### src/rtl/spike_isi_monitor.sv
// spike_isi_monitor: turns a neuron spike train into a per-window spike rate and
// a stream of inter-spike intervals (ISI) on a valid/ready handshake.
// Optional build macro SPIKE_MON_PEAK_EN adds a per-window peak membrane state output.
// All outputs are registered; reset is synchronous and active-high.

module spike_isi_monitor #(
    parameter int unsigned WINDOW = 256,
    parameter int unsigned CNT_W  = 8,
    parameter int unsigned ISI_W  = 12
) (
    input  logic             clk,
    input  logic             rst,
    input  logic             en,
    input  logic             spike,
    input  logic [7:0]       state,
    output logic [CNT_W-1:0] rate,
    output logic             rate_valid,
    output logic [ISI_W-1:0] isi_data,
    output logic             isi_valid,
    input  logic             isi_ready,
    output logic             isi_ovf
`ifdef SPIKE_MON_PEAK_EN
    ,
    output logic [7:0]       peak
`endif
);

    localparam int unsigned      WIN_W    = (WINDOW > 2) ? $clog2(WINDOW) : 1;
    localparam logic [WIN_W-1:0] WIN_LAST = WIN_W'(WINDOW - 1);
    localparam logic [CNT_W-1:0] CNT_MAX  = {CNT_W{1'b1}};
    localparam logic [ISI_W-1:0] ISI_MAX  = {ISI_W{1'b1}};

    typedef enum logic [0:0] {
        StIdle,
        StArmed
    } isi_state_e;

    // ------------------------------------------------------------------
    // Onset detection
    // ------------------------------------------------------------------
    logic spike_q;
    logic onset;

    // Previous spike level, sampled regardless of enable so a spike held
    // across an enable edge is not mistaken for a fresh onset.
    always_ff @(posedge clk) begin
        if (rst) begin
            spike_q <= 1'b0;
        end else begin
            spike_q <= spike;
        end
    end

    assign onset = spike & ~spike_q & en;

    // ------------------------------------------------------------------
    // Rate path
    // ------------------------------------------------------------------
    logic [WIN_W-1:0] win_q, win_d;
    logic [CNT_W-1:0] spk_q, spk_d;
    logic [CNT_W-1:0] spk_inc;
    logic [CNT_W-1:0] rate_q, rate_d;
    logic             rate_valid_q, rate_valid_d;
    logic             win_last;

    assign win_last = en && (win_q == WIN_LAST);
    assign spk_inc  = (spk_q == CNT_MAX) ? spk_q : spk_q + CNT_W'(1);

    // Window counter, saturating spike counter and rate publication.
    always_comb begin
        win_d        = win_q;
        spk_d        = spk_q;
        rate_d       = rate_q;
        rate_valid_d = 1'b0;
        if (en) begin
            win_d = win_last ? '0 : win_q + WIN_W'(1);
        end
        if (win_last) begin
            // An onset in the closing cycle still belongs to this window.
            rate_d       = onset ? spk_inc : spk_q;
            rate_valid_d = 1'b1;
            spk_d        = '0;
        end else if (onset) begin
            spk_d = spk_inc;
        end
    end

    // Rate path state register.
    always_ff @(posedge clk) begin
        if (rst) begin
            win_q        <= '0;
            spk_q        <= '0;
            rate_q       <= '0;
            rate_valid_q <= 1'b0;
        end else begin
            win_q        <= win_d;
            spk_q        <= spk_d;
            rate_q       <= rate_d;
            rate_valid_q <= rate_valid_d;
        end
    end

    assign rate       = rate_q;
    assign rate_valid = rate_valid_q;

    // ------------------------------------------------------------------
    // ISI measurement state machine
    // ------------------------------------------------------------------
    isi_state_e       isi_st_q, isi_st_d;
    logic [ISI_W-1:0] isi_cnt_q, isi_cnt_d;
    logic             cand_vld;

    // Next-state logic: the first onset only arms; later onsets emit a candidate.
    always_comb begin
        isi_st_d  = isi_st_q;
        isi_cnt_d = isi_cnt_q;
        cand_vld  = 1'b0;
        case (isi_st_q)
            StIdle: begin
                if (onset) begin
                    isi_st_d  = StArmed;
                    isi_cnt_d = ISI_W'(1);
                end
            end
            StArmed: begin
                if (onset) begin
                    cand_vld  = 1'b1;
                    isi_cnt_d = ISI_W'(1);
                end else if (en && (isi_cnt_q != ISI_MAX)) begin
                    isi_cnt_d = isi_cnt_q + ISI_W'(1);
                end
            end
            default: begin
                isi_st_d  = StIdle;
                isi_cnt_d = '0;
            end
        endcase
    end

    // ISI state machine register.
    always_ff @(posedge clk) begin
        if (rst) begin
            isi_st_q  <= StIdle;
            isi_cnt_q <= '0;
        end else begin
            isi_st_q  <= isi_st_d;
            isi_cnt_q <= isi_cnt_d;
        end
    end

    // ------------------------------------------------------------------
    // Single-entry ISI output buffer
    // ------------------------------------------------------------------
    logic [ISI_W-1:0] isi_data_q, isi_data_d;
    logic             isi_valid_q, isi_valid_d;
    logic             isi_ovf_q, isi_ovf_d;
    logic             xfer;
    logic             load;

    assign xfer = isi_valid_q & isi_ready;
    // Buffer accepts a candidate when empty or when its current entry leaves now.
    assign load = cand_vld & (~isi_valid_q | isi_ready);

    // Buffer next-state: load wins over drain; a refused candidate raises overflow.
    always_comb begin
        isi_data_d  = isi_data_q;
        isi_valid_d = isi_valid_q;
        isi_ovf_d   = isi_ovf_q;
        if (load) begin
            isi_data_d  = isi_cnt_q;
            isi_valid_d = 1'b1;
        end else begin
            if (xfer) begin
                isi_valid_d = 1'b0;
            end
            if (cand_vld) begin
                isi_ovf_d = 1'b1;
            end
        end
    end

    // Output buffer register.
    always_ff @(posedge clk) begin
        if (rst) begin
            isi_data_q  <= '0;
            isi_valid_q <= 1'b0;
            isi_ovf_q   <= 1'b0;
        end else begin
            isi_data_q  <= isi_data_d;
            isi_valid_q <= isi_valid_d;
            isi_ovf_q   <= isi_ovf_d;
        end
    end

    assign isi_data  = isi_data_q;
    assign isi_valid = isi_valid_q;
    assign isi_ovf   = isi_ovf_q;

    // ------------------------------------------------------------------
    // Optional per-window peak of the membrane state
    // ------------------------------------------------------------------
`ifdef SPIKE_MON_PEAK_EN
    logic [7:0] peak_run_q, peak_run_d;
    logic [7:0] peak_q, peak_d;
    logic [7:0] state_max;

    assign state_max = (state > peak_run_q) ? state : peak_run_q;

    // Running maximum over enabled cycles, published with the rate.
    always_comb begin
        peak_run_d = peak_run_q;
        peak_d     = peak_q;
        if (win_last) begin
            peak_d     = state_max;
            peak_run_d = '0;
        end else if (en) begin
            peak_run_d = state_max;
        end
    end

    // Peak tracking register.
    always_ff @(posedge clk) begin
        if (rst) begin
            peak_run_q <= '0;
            peak_q     <= '0;
        end else begin
            peak_run_q <= peak_run_d;
            peak_q     <= peak_d;
        end
    end

    assign peak = peak_q;
`else
    // Membrane state is only consumed by the peak tracker.
    logic unused_state;
    assign unused_state = ^state;
`endif

endmodule
### config.mk
export PLATFORM = sky130hd
export DESIGN_NAME = spike_isi_monitor
export DESIGN_NICKNAME = d
export VERILOG_FILES = /design/src/rtl/spike_isi_monitor.sv
export SDC_FILE = /design/constraint.sdc
export NUM_CORES = 1
export LEC_CHECK = 0
export ABC_CLOCK_PERIOD_IN_PS = 1600
export CORE_MARGIN = 1.5
export CORE_UTILIZATION = 40
export CTS_CLUSTER_SIZE = 8
export DETAILED_ROUTE_END_ITERATION = 7
export HOLD_SLACK_MARGIN = 0.02
export PLACE_DENSITY = 0.75
export SLEW_MARGIN = 20
export SYNTH_ARGS = -nofsm -noshare
export SYNTH_HDL_FRONTEND = slang
export SYNTH_SLANG_ARGS = --single-unit
### constraint.sdc
create_clock -name clk -period 1.6 [get_ports clk]
set_input_delay 0.32 -clock clk [delete_from_list [all_inputs] [get_ports clk]]
set_output_delay 0.32 -clock clk [all_outputs]
set_load 0.02 [all_outputs]
Word-level counts from Yosys, hierarchy flattened --
Index checks and enable logic that the tools add are counted.
Operators by class: add/sub/neg operators 3, eq/ne operators 5, mux-type cells 13, bitwise logic cells 9, reductions and logical operators 6
Operators with widths (number):
- $mux 12 | 3
- $mux 8 | 3
- $pmux 12 s2 | 1
- $add 8x1->8 const B | 2
- $eq 8x8->1 const B | 2
- $add 12x1->12 const B | 1
- $ne 12x12->1 const B | 1
- $mux 1 | 6
- $and 1x1->1 | 4
- $not 1->1 | 4
- $reduce_and 2->1 | 2
- $ne 3x2->1 const B | 1
- $logic_and 1x1->1 | 2
- $ne 2x2->1 const B | 1
- $reduce_bool 2->1 | 1
- $reduce_or 2->1 | 1
- $or 1x1->1 | 1
Word-level totals: register bits after elaboration 53, logic and storage cells 46

Depth between registers and ports, before layout --
word-level depth 8, depth in mapped cells 8, gate-level depth less buffers 6

Worst setup path after synthesis --
Ideal clock, no wire load.
path kind register to register, start point register isi_cnt_q[0], end point register isi_cnt_q[6], arrival 1.477 ns, path slack -0.004 ns, cell stages (with the launch flop) 8, path buffers 1, period minus slack after synthesis 1.604 ns, cell sequence dfxtp_1 -> ha_1 -> and4_1 -> clkbuf_1 -> a31oi_4 -> and3_1 -> xnor2_1 -> nor2_1
On the way: cells in the longest elaborated chain, start to end 4, elaborated cells on any way between the ends 8, those cells by class add/sub: 1; eq/ne: 2; mux: 3; reduce/logical: 2
RTL lines:
- start: declaration | line 110 | logic [ISI_W-1:0] isi_cnt_q, isi_cnt_d;
- start signal: assignment | line 147 | isi_cnt_q <= isi_cnt_d;
- $add 12x1->12 / $ne 12x12->1 (equally long branches) | line 130, 129
- $mux 12 / $logic_and 1x1->1 (equally long branches) | line 129 | end else if (en && (isi_cnt_q != ISI_MAX)) begin
- $mux 12 / $ne 3x2->1 (equally long branches)
- $pmux 12 s2 / $reduce_and 2->1 (equally long branches)
Several ways; a longest one is shown, not always the timed one. The select of a mux whose other input is x is not followed. A chain may end at the register's enable or synchronous reset.

Worst setup path in the final report --
start point register isi_data_q[10] (netlist: isi_data[10]), end point output isi_data[10]
RTL lines:
- start: declaration | line 154 | logic [ISI_W-1:0] isi_data_q, isi_data_d;
- start signal: assignment | line 189 | isi_data_q <= isi_data_d;
- end: declaration | line 18 | output logic [ISI_W-1:0] isi_data,
No word-level cell between the ends.

==> results.sh <==
export IMPL_clk_path_buf_depth=2
export IMPL_area_growth_syn_to_layout_pct=30.16
export IMPL_slowest_stage="clkdlybuf4s50_1"
export IMPL_required_ps=1280
export IMPL_cpPeakStageDelay_ps=600
export IMPL_rsz0062_at_grt="no"
export IMPL_finalHoldViolCount=0
export IMPL_critPathBufInv=1
export IMPL_ioPinCount=36
export IMPL_core_area_mm2=0.005140
export IMPL_period_share_pct=97.83
export IMPL_layout_drive_gt1_share_pct=17.08
export IMPL_vdd_ir_drop_worst_uv=439.8
export IMPL_fin_area_mm2=0.002808
export IMPL_crit_arrival_ps=1250
export IMPL_hold_path_startpoint="rate[3]$_SDFFE_PP0P_"
export IMPL_grt_pass1_vias=1667
export IMPL_critPathCaptureType="output pin"
export IMPL_holdPathEnd="rate[3]$_SDFFE_PP0P_"
export IMPL_slew_violations=0
export IMPL_synthTopCellsByCount="dfxtp_1 (53), nor2_1 (47), nand2_1 (19), mux2i_1 (18), xor2_1 (17)"
export IMPL_clock_latency_ps=290
export IMPL_syn_area_per_cell_um2=9.545
export IMPL_max_freq_mhz=638.8
export IMPL_wl_per_cell_um=11.70
export IMPL_drtPass1Iterations=4
export IMPL_antenna_found_initial=0
export IMPL_finalSetupViolCount=0
export IMPL_drtAntennaViolNets=0
export IMPL_rr_startpoint="isi_cnt_q[0]$_SDFFE_PP0P_"
export IMPL_worst_slew_margin_rel_pct=82.13
export IMPL_grt_pass1_wl_mm=7.265
export IMPL_n_antenna_cell=0
export IMPL_grt_usage_pct=15.12
export IMPL_die_area_mm2=0.005842
export IMPL_final_core_util_pct=54.63
export IMPL_ys_warn_count=0
export IMPL_yosysTopAreaCellShare_pct=49.19
export IMPL_grt_start_max_net_pins=20
export IMPL_first_iter_violations=43
export IMPL_cap_violations=0
export IMPL_pre_cts_slack_ps=-405.0
export IMPL_hpwl_mm=3.063
export IMPL_placed_cells=342
export IMPL_fin_tns_setup_ps=0
export IMPL_syn_area_mm2=0.002157
export IMPL_async_flop_share_pct=0
export IMPL_cp_max_fo=2
export IMPL_path_clk_slew_ps=90
export IMPL_synth_edf_count=0
export IMPL_cts_inserted_buffers=5
export IMPL_die_y_um=76.44
export IMPL_die_w_um=76.44
export IMPL_synth_ff_type="dfxtp_1"
export IMPL_dpl_cell_area_mm2=0.002684
export IMPL_port_buffers=27
export IMPL_gr_total_overflow=0
export IMPL_synthTopCellsByArea="dfxtp_1 (49%), mux2i_1 (8.4%), nor2_1 (8.2%)"
export IMPL_yosys_area_top_type="dfxtp_1"
export IMPL_ctsHoldBuffers=0
export IMPL_hold_depth=2
export IMPL_ys_types=35
export IMPL_vias_per_cell=4.778
export IMPL_period_minus_slack_ps=1565
export IMPL_clock_skew_final_ps=4.043
export IMPL_reg2reg_slack_ps=100
export IMPL_critical_path_top_delay_family="buffers and inverters"
export IMPL_finalNonFillerCells=351
export IMPL_place_congestion=0.8051
export IMPL_wirelength_mm=4.105
export IMPL_syn_inst=226
export IMPL_reg2regPathDepth=6
export IMPL_worstSetupPathType="flip-flop to output pin"
export IMPL_hold_path_class="flip-flop to flip-flop"
export IMPL_r2r_end="isi_cnt_q[6]$_SDFFE_PP0P_"
export IMPL_cts_sinks=53
export IMPL_drcViolationCount=0
export IMPL_worstPathCellList="clkdlybuf4s50_1"
export IMPL_num_nets_final=296
export IMPL_tightest_slew_ps=268.0
export IMPL_status="complete, no violations"
export IMPL_synth_nets=242
export IMPL_htreeDepth=2
export IMPL_rows=26
export IMPL_start_kind="flip-flop"
export IMPL_p_per_area_mw_per_mm2=778.1
export IMPL_synth_most_common_cell="dfxtp_1"
export IMPL_leakage_nw=1.231
export IMPL_cts_tree="yes"
export IMPL_start_util_pct=41.97
export IMPL_ys_ff_latch=53
export IMPL_num_vias=1677
export IMPL_timing_hold_ws_ps=458.4
export IMPL_fin_ws_ps=34.64
export IMPL_power_total_mw=2.185
export IMPL_cts_root_buf="clkbuf_8"
export IMPL_ys_seq_area_share_pct=49.19
[where the power goes]
group	internal, mW	total [mW]	switching [mW]
sequential	1.33	1.35	0.0154
clock	0.304	0.702	0.398
combinational	0.0673	0.134	0.0667
total	1.70	2.18	0.481
[cells by family after synthesis]
kind of cell / after synthesis / synth area share, %
simple gates: 101 / 22.56
flops: 53 / 49.19
compound gates: 21 / 7.193
xor+xnor: 20 / 8.121
mux: 18 / 8.353
buf+inv: 10 / 2.842
fa+ha+maj: 3 / 1.740
[layout make-up]
cell class	count	area [um2]
fillers	481	2332
flip-flops and latches	53	1062
multi-input cells	163	1049
repair buffers	57	526.8
well taps	70	87.58
clock buffers	6	72.57
clock inverters	2	10.01
[worst max-delay path by stage]
stage	slack [ps]	cells past startpoint	from	to
floorplan	20	7	isi_cnt_q[0]$_SDFFE_PP0P_	isi_cnt_q[6]$_SDFFE_PP0P_
global placement	-350	6	en	rate[5]$_SDFFE_PP0P_
detailed placement	-410	6	en	rate[5]$_SDFFE_PP0P_
CTS	0.1	1	isi_ovf$_SDFFE_PP0P_	isi_ovf
global route	0.5	1	isi_data[9]$_SDFFE_PP0P_	isi_data[9]
finish	30	1	isi_data[10]$_SDFFE_PP0P_	isi_data[10]
[placed cells by master (no fill, tap or decap), types with 3 or more instances in the layout]
| master | synthesis | layout |
|---|---|---|
| clkbuf_8 | 0 | 5 |
| mux2i_1 | 18 | 18 |
| o21ai_0 | 8 | 8 |
| nor2_1 | 47 | 47 |
| nor2b_1 | 4 | 4 |
| xor2_1 | 17 | 17 |
| clkdlybuf4s50_1 | 0 | 18 |
| ha_1 | 3 | 3 |
| nand3_1 | 3 | 3 |
| nand2_1 | 19 | 19 |
| xnor2_1 | 3 | 3 |
| and3_1 | 5 | 5 |
| and4_1 | 6 | 5 |
| dlymetal6s2s_1 | 0 | 7 |
| buf_4 | 0 | 28 |
| dfxtp_1 | 53 | 52 |
| nand4_1 | 9 | 9 |
[state kept, by name, indices dropped and copies added (netlist names)]
name and count:
spk_q 8, isi_ovf 1, rate 8, isi_st_q 1, win_q 8, isi_data 12, spike_q 1, isi_valid 1
rate_valid 1, isi_cnt_q 12
[layer usage]
layer,GRT usage [%],wire (um),vias up
met4,5.185,59,0
met1,16.90,1836,766
li1,-,-,881
met5,0,0,-
met3,3.593,125,7
met2,27.86,2084,23
[repair_timing]
item | in CTS | in global routing
setup buffers | 1 | 0
resized for setup | 4 | 13
setup endpoints to repair | 16 | 16
pin swaps | 3 | 1
Power figures use the tool's default switching activity.
